==> src/rtl/lcd_pkg.sv <==
// Shared types for the LCD refresh sink: FSM encodings, the FIFO entry
// layout and the register-select encodings used on the 8080 bus.
package lcd_pkg;

    typedef enum logic [1:0] {
        IDLE,
        RUN,
        DRAIN,
        DONE
    } top_state_t;

    typedef enum logic [1:0] {
        B_IDLE,
        B_LOW,
        B_HIGH
    } bus_state_t;

    // One queued bus word: payload, register select and end-of-refresh tag.
    typedef struct packed {
        logic [15:0] data;
        logic        rs;
        logic        last;
    } fifo_entry_t;

    localparam logic RS_CMD  = 1'b0;
    localparam logic RS_DATA = 1'b1;

endpackage

==> src/rtl/lcd_word_fifo.sv <==
// Synchronous word FIFO between the refresh generator and the bus FSM.
// Pointers carry an extra wrap bit so full and empty are unambiguous.
// Push and pop in the same cycle are honoured at every fill level.
module lcd_word_fifo
    import lcd_pkg::*;
#(
    parameter int DEPTH = 4
) (
    input  logic                     pclk,
    input  logic                     rst_n,
    input  logic                     push,
    input  fifo_entry_t              wdata,
    input  logic                     pop,
    output fifo_entry_t              rdata,
    output logic                     full,
    output logic                     empty,
    output logic [$clog2(DEPTH):0]   count
);

    localparam int AW = $clog2(DEPTH);

    fifo_entry_t     mem [DEPTH];
    logic [AW:0]     wr_ptr;
    logic [AW:0]     rd_ptr;
    logic            do_push;
    logic            do_pop;

    // A push into a full FIFO only lands when the head leaves in the same cycle.
    assign do_pop  = pop && !empty;
    assign do_push = push && (!full || do_pop);

    assign count = wr_ptr - rd_ptr;
    assign empty = (wr_ptr == rd_ptr);
    assign full  = (count == (AW + 1)'(DEPTH));
    assign rdata = mem[rd_ptr[AW-1:0]];

    // Pointer update; reset empties the queue.
    always_ff @(posedge pclk) begin
        if (!rst_n) begin
            wr_ptr <= '0;
            rd_ptr <= '0;
        end else begin
            if (do_push) wr_ptr <= wr_ptr + 1'b1;
            if (do_pop)  rd_ptr <= rd_ptr + 1'b1;
        end
    end

    // Storage write; contents need no reset since the pointers gate reads.
    always_ff @(posedge pclk) begin
        if (do_push) mem[wr_ptr[AW-1:0]] <= wdata;
    end

endmodule

==> src/rtl/lcd_refresh_sink.sv <==
// Consumer end of the background-refresh stream. Arms the generator with
// enable, queues strobed words and replays them onto the 16-bit 8080 LCD
// write bus with programmable WR low/high timing. done pulses once the
// last word of the refresh has left the bus.
module lcd_refresh_sink
    import lcd_pkg::*;
#(
    parameter int DEPTH   = 4,
    parameter int WR_LOW  = 2,
    parameter int WR_HIGH = 2
) (
    input  logic        pclk,
    input  logic        rst_n,
    input  logic        start,
    input  logic [6:0]  bg_sel,
    output logic [6:0]  refresh_req,
    output logic        enable,
    input  logic [15:0] refresh_data,
    input  logic        refresh_rs,
    input  logic        data_ok,
    input  logic        refresh_ok,
    output logic        lcd_cs_n,
    output logic        lcd_rs,
    output logic        lcd_wr_n,
    output logic        lcd_rd_n,
    output logic [15:0] lcd_data,
    output logic        busy,
    output logic        done
);

    localparam int              CW        = $clog2(DEPTH) + 1;
    // With one word in flight and enable sampled between words, stopping
    // at DEPTH-1 leaves room for the straggler.
    localparam logic [CW-1:0]   EN_LIMIT  = CW'(DEPTH - 1);
    localparam int              TMAX      = (WR_LOW > WR_HIGH) ? WR_LOW : WR_HIGH;
    localparam int              TW        = (TMAX > 1) ? $clog2(TMAX) : 1;
    localparam logic [TW-1:0]   LOW_LAST  = TW'(WR_LOW - 1);
    localparam logic [TW-1:0]   HIGH_LAST = TW'(WR_HIGH - 1);

    top_state_t     state_q, state_d;
    bus_state_t     bstate_q, bstate_d;
    logic [TW-1:0]  bcnt_q, bcnt_d;

    fifo_entry_t    push_entry;
    fifo_entry_t    head;
    logic           push;
    logic           pop;
    logic           full;
    logic           empty;
    logic [CW-1:0]  count;

    logic           run_strobe;
    logic           err_ovf;

    logic           wr_n_d;
    logic           cs_n_d;
    logic           rs_d;
    logic [15:0]    data_d;

    // The last tag is carried for debug visibility; completion is detected
    // from the FIFO and bus FSM both going idle.
    logic           unused_last;
    assign unused_last = head.last;

    assign lcd_rd_n = 1'b1;

    assign push_entry = '{data: refresh_data, rs: refresh_rs, last: refresh_ok};
    assign run_strobe = data_ok && (state_q == RUN);
    assign push       = run_strobe && (!full || pop);

    lcd_word_fifo #(
        .DEPTH (DEPTH)
    ) u_fifo (
        .pclk  (pclk),
        .rst_n (rst_n),
        .push  (push),
        .wdata (push_entry),
        .pop   (pop),
        .rdata (head),
        .full  (full),
        .empty (empty),
        .count (count)
    );

    // Top FSM next state: arm, collect until the last word, drain, report.
    always_comb begin
        state_d = state_q;
        case (state_q)
            IDLE:    if (start) state_d = RUN;
            RUN:     if (data_ok && refresh_ok) state_d = DRAIN;
            DRAIN:   if (empty && (bstate_q == B_IDLE)) state_d = DONE;
            DONE:    state_d = IDLE;
            default: state_d = IDLE;
        endcase
    end

    // Top FSM state plus its registered outputs and the overflow flag.
    always_ff @(posedge pclk) begin
        if (!rst_n) begin
            state_q     <= IDLE;
            refresh_req <= '0;
            enable      <= 1'b0;
            busy        <= 1'b0;
            done        <= 1'b0;
            err_ovf     <= 1'b0;
        end else begin
            state_q <= state_d;
            busy    <= (state_d != IDLE);
            done    <= (state_d == DONE);
            enable  <= (state_d == RUN) && (count < EN_LIMIT);
            if ((state_q == IDLE) && start) refresh_req <= bg_sel;
            // Strobes outside RUN, or into a full FIFO, are dropped and flagged.
            if (data_ok && !push) err_ovf <= 1'b1;
        end
    end

    // Bus FSM next state: pop a word, hold WR low, then high, chaining words
    // directly from the last high cycle when the FIFO has one ready.
    always_comb begin
        bstate_d = bstate_q;
        bcnt_d   = bcnt_q;
        pop      = 1'b0;
        wr_n_d   = lcd_wr_n;
        cs_n_d   = lcd_cs_n;
        rs_d     = lcd_rs;
        data_d   = lcd_data;
        case (bstate_q)
            B_IDLE: begin
                if (!empty) begin
                    pop      = 1'b1;
                    cs_n_d   = 1'b0;
                    wr_n_d   = 1'b0;
                    rs_d     = head.rs;
                    data_d   = head.data;
                    bcnt_d   = '0;
                    bstate_d = B_LOW;
                end
            end
            B_LOW: begin
                if (bcnt_q == LOW_LAST) begin
                    wr_n_d   = 1'b1;
                    bcnt_d   = '0;
                    bstate_d = B_HIGH;
                end else begin
                    bcnt_d = bcnt_q + TW'(1);
                end
            end
            B_HIGH: begin
                if (bcnt_q == HIGH_LAST) begin
                    bcnt_d = '0;
                    if (!empty) begin
                        pop      = 1'b1;
                        wr_n_d   = 1'b0;
                        rs_d     = head.rs;
                        data_d   = head.data;
                        bstate_d = B_LOW;
                    end else begin
                        // Release chip select; data and rs stay on the pins.
                        cs_n_d   = 1'b1;
                        bstate_d = B_IDLE;
                    end
                end else begin
                    bcnt_d = bcnt_q + TW'(1);
                end
            end
            default: bstate_d = B_IDLE;
        endcase
    end

    // Bus FSM state and the registered LCD pins.
    always_ff @(posedge pclk) begin
        if (!rst_n) begin
            bstate_q <= B_IDLE;
            bcnt_q   <= '0;
            lcd_cs_n <= 1'b1;
            lcd_wr_n <= 1'b1;
            lcd_rs   <= RS_CMD;
            lcd_data <= '0;
        end else begin
            bstate_q <= bstate_d;
            bcnt_q   <= bcnt_d;
            lcd_cs_n <= cs_n_d;
            lcd_wr_n <= wr_n_d;
            lcd_rs   <= rs_d;
            lcd_data <= data_d;
        end
    end

endmodule
==> config.mk <==
export PLATFORM = sky130hd
export DESIGN_NAME = lcd_refresh_sink
export DESIGN_NICKNAME = d
export VERILOG_FILES = /design/src/rtl/lcd_pkg.sv /design/src/rtl/lcd_word_fifo.sv /design/src/rtl/lcd_refresh_sink.sv
export SDC_FILE = /design/constraint.sdc
export NUM_CORES = 1
export LEC_CHECK = 0
export CAP_MARGIN = 20
export CORE_ASPECT_RATIO = 0.7
export CORE_MARGIN = 1.5
export CORE_UTILIZATION = 35
export DETAILED_ROUTE_END_ITERATION = 10
export HOLD_SLACK_MARGIN = 0.05
export SLEW_MARGIN = 30
export SYNTH_ARGS = -nofsm -noshare
export SYNTH_HDL_FRONTEND = slang
export SYNTH_SLANG_ARGS = --single-unit
==> constraint.sdc <==
create_clock -name pclk -period 7.55 [get_ports pclk]
set_input_delay 1.51 -clock pclk [delete_from_list [all_inputs] [get_ports pclk]]
set_output_delay 1.51 -clock pclk [all_outputs]
set_load 0.02 [all_outputs]
==> results by group <==
Outcome
  • Status: finished clean

Worst hold path
  • Worst Hold End: lcd_data[6]
  • Hold Startpoint: lcd_data[6]
  • WHS Path Cells: 2
  • Worst hold path type: register to register

Synthesis
  • Seq cells post-synth: 110
  • Adder-Cell Fraction of Synth Area: 0.0370
  • Ys async rst share: 0
  • Mapped Cells: approximately 300
  • Compound-Gate Fraction of Synth Area: 0.0554
  • Mean post-synth cell area: ~14 um^2
  • Cell variety after synth: 40
  • EDFF count, synth: 68
  • Seq/Total Area, Yosys: 0.676
  • Ys Warns: 0
  • Main combinational cell family by area after synthesis: multiplexers
  • Post-synthesis simple-gate area fraction: 0.0815
  • Post-Syn Nets: 337
  • Cell area after synthesis: between 4000 and 5000 um^2
  • Synth Area in XOR/XNOR: 0.0103
  • Synth Flop Type: edfxtp_1
  • Mux contribution to synthesized area: 0.118

Global route
  • Vias in the first global route: 2348
  • All-Layer GR Usage: 0.133
  • Largest net degree at the start of global routing: 32
  • First-pass GRT wire length: 12400 um
  • Initial antenna violation count: 0
  • Gr ovfl total: 0

STA
  • Final Setup Violations: 0
  • Final Hold Vio Count: 0
  • RSZ-0062 raised after global routing: no
  • Fin Clk Skew: 8.56 ps
  • Crit share post-route: 0.434
  • Worst Tran Pin Value: 906 ps
  • Slew HR: 0.396
  • Crit path time final: approximately 3300 ps
  • Final setup TNS: 0 ps
  • Final Slew Violations: 0
  • Fmax: about 0.31 GHz

Critical path
  • Worst EP arrival: 3250 ps
  • Sum of buffers and inverters on the critical path: 1
  • Critical path's slowest cell: and2_1
  • Worst-path cell chain: clkdlybuf4s50_1, nand3b_1, a41oi_2, and2_1
  • Crit path required time: 7530 ps
  • Reg2Reg Launch Point: u_fifo.wr_ptr[0]
  • CP endpoint kind: register
  • CP delay by family, top: simple AND/OR/NAND/NOR gates
  • R2r setup slk: about 4700 ps
  • Maximum fanout along the worst path: 17
  • R2r worst-path depth: 6
  • Critical path's largest stage delay: 780 ps
  • Crit Reg-Reg Endpoint: u_fifo.mem[0][5]
  • CP Launch Type: primary input
  • Worst setup path class: primary input to register

Clock network
  • Post-CTS Setup Inserts: 0
  • Root buffer cell: clkbuf_16
  • H-tree depth: 3
  • CTS tree: yes
  • Hold_buf cts: 0
  • Worst-path clk slew: 70 ps
  • # resized after CTS: 0
  • CTS Buf Count: 9
  • Clk_lat worst skew: ~350 ps
  • Clk buf depth: 2
  • Clock sinks: 110

Die
  • Boundary pin count: 59
  • Die footprint: 12900 um^2
  • Core area: around 12000 um^2
  • Die H: between 90 and 100 um
  • Initial Utilization: 0.361
  • Chip width: 135 um
  • Row count: 33

Layout
  • Final Util: 0.449
  • Nets: 397
  • Area grow syn2layout: 24.2%
  • ANT cells: 0
  • Share of cells above drive strength 1: 0.116

Detailed routing
  • Detailed Routing Iterations Pass 1: 5
  • Vias: about 2500
  • DRC Markers: 0
  • DRT Wirelength: 8010 um
  • Antenna Violating Nets Remaining: 0
  • Drt wl/cell: 15.5 um
  • Initial drt markers: 172
  • Routed vias/inst: 4.75

Pwr
  • PD cells: 326 nW/um^2
  • Worst vdd ir: 0.138 mV
  • Lkg Pwr: about 1.8 nW

Placed design
  • Gpl congestion: 0.751
  • Port Buffer Count: 57
  • Post-DP HPWL: 5440 um

Flow run
  • MaxCap Viol Count: 0
[Yosys cell counts, types with 2 or more instances]
master,number,area [um^2]
buf_1,2,7.51
nand3_1,3,15.0
buf_2,3,15.0
nor2_1,13,48.8
dfxtp_1,42,841
and2_1,4,25.0
o21ai_1,2,10.0
nor4_1,2,12.5
o21ai_0,8,40.0
ha_1,11,138
edfxtp_1,68,2040
inv_1,10,37.5
nor3_1,4,20.0
a21oi_1,20,100
xnor2_1,2,17.5
mux4_2,17,383
mux2i_1,11,110
clkbuf_1,6,22.5
nand2b_1,2,12.5
xor2_1,3,26.3
nand2_1,44,165
[layout make-up]
type | instances | area [um^2]
inverters | 10 | 37.5
well taps | 157 | 196
repair buffers | 61 | 601
multi-input cells | 164 | 1300
fillers | 1090 | 6510
clock buffers | 10 | 229
flip-flops and latches | 110 | 2880
clock inverters | 6 | 52.6
[layer usage]
layer	routed length [um]	share of wire	track usage
met5	0	0	0
met4	141	0.018	0.0556
met1	3780	0.47	0.172
met2	3780	0.47	0.207
met3	300	0.037	0.0431
[layout by cell type, fill, tap and decap left out, types with 2 or more instances in the layout]
| cell | count |
|---|---|
| nand2_1 | 44 |
| inv_8 | 3 |
| clkbuf_16 | 9 |
| and2_1 | 4 |
| xnor2_1 | 2 |
| nor4_1 | 2 |
| nor2_1 | 13 |
| nor3_1 | 4 |
| nand2b_1 | 2 |
| a41oi_2 | 2 |
| clkinv_2 | 2 |
| clkdlybuf4s50_1 | 57 |
| edfxtp_1 | 68 |
| ha_1 | 11 |
| mux2i_1 | 11 |
| a21oi_1 | 20 |
| dfxtp_1 | 42 |
| o21ai_0 | 8 |
| buf_4 | 4 |
| o21ai_1 | 2 |
| mux4_2 | 17 |
| nand3_1 | 3 |
| inv_1 | 9 |
| xor2_1 | 3 |
[worst min-delay path, stage by stage (launching register included)]
cell and delay (ps):
dfxtp_1 310, nand2_1 50, a21oi_1 50
[how the worst max path moves through the flow]
| stage | endpoint | slack, ps | from | cells after the start |
|---|---|---|---|---|
| 6_report | u_fifo.mem[0][5] | 4280 | data_ok | 4 |
| 5_1_grt | u_fifo.mem[2][5] | 4140 | data_ok | 4 |
| 4_1_cts | u_fifo.mem[0][12] | 4210 | data_ok | 4 |
| 3_5_place_dp | u_fifo.mem[0][10] | 3870 | data_ok | 4 |
| 3_3_place_gp | u_fifo.mem[0][14] | 3950 | data_ok | 4 |
| 2_1_floorplan | u_fifo.mem[3][10] | 4520 | data_ok | 2 |
[flip-flops by register name, summed over array words and instances, names as in the netlist, named ones only]
signal	flops
lcd_rs	1
lcd_data	16
lcd_cs_n	1
lcd_wr_n	1
state_q	2
enable	1
refresh_req	7
u_fifo.rd_ptr	3
u_fifo.wr_ptr	3
done	1
bcnt_q	1
busy	1
bstate_q	2
u_fifo.mem	68
[power by group]
group / total [mW] / switching (mW) / internal [mW]
sequential: 0.751 / 0.0445 / 0.706
combinational: 0.527 / 0.286 / 0.242
clock: 0.449 / 0.219 / 0.230
[through the flow]
stage	total power, mW	setup slack (ps)	std cells	cell area [um^2]	hold slack (ps)
global route	1.82	4140	518	5300	480
finish	1.73	4280	518	5300	456
CTS	1.75	4210	518	5300	458
detailed placement	1.30	3870	502	5020	447
floorplan	1.11	4520	296	4270	469
global placement	1.30	3950	502	5020	448
[kinds of logic (layout without fill, tap and decap cells)]
kind of cell               Yosys count  count (layout)
other                                1               1
buffers and inverters               22              87
and+or+nand+nor                     78              78
DFF                                110             110
AOI/OAI and AO/OA                   39              39
xor gates and xnor gates             5               5
adders and majority gates           12              12
muxes                               29              29
No activity file was read; power rests on OpenSTA's default activity.
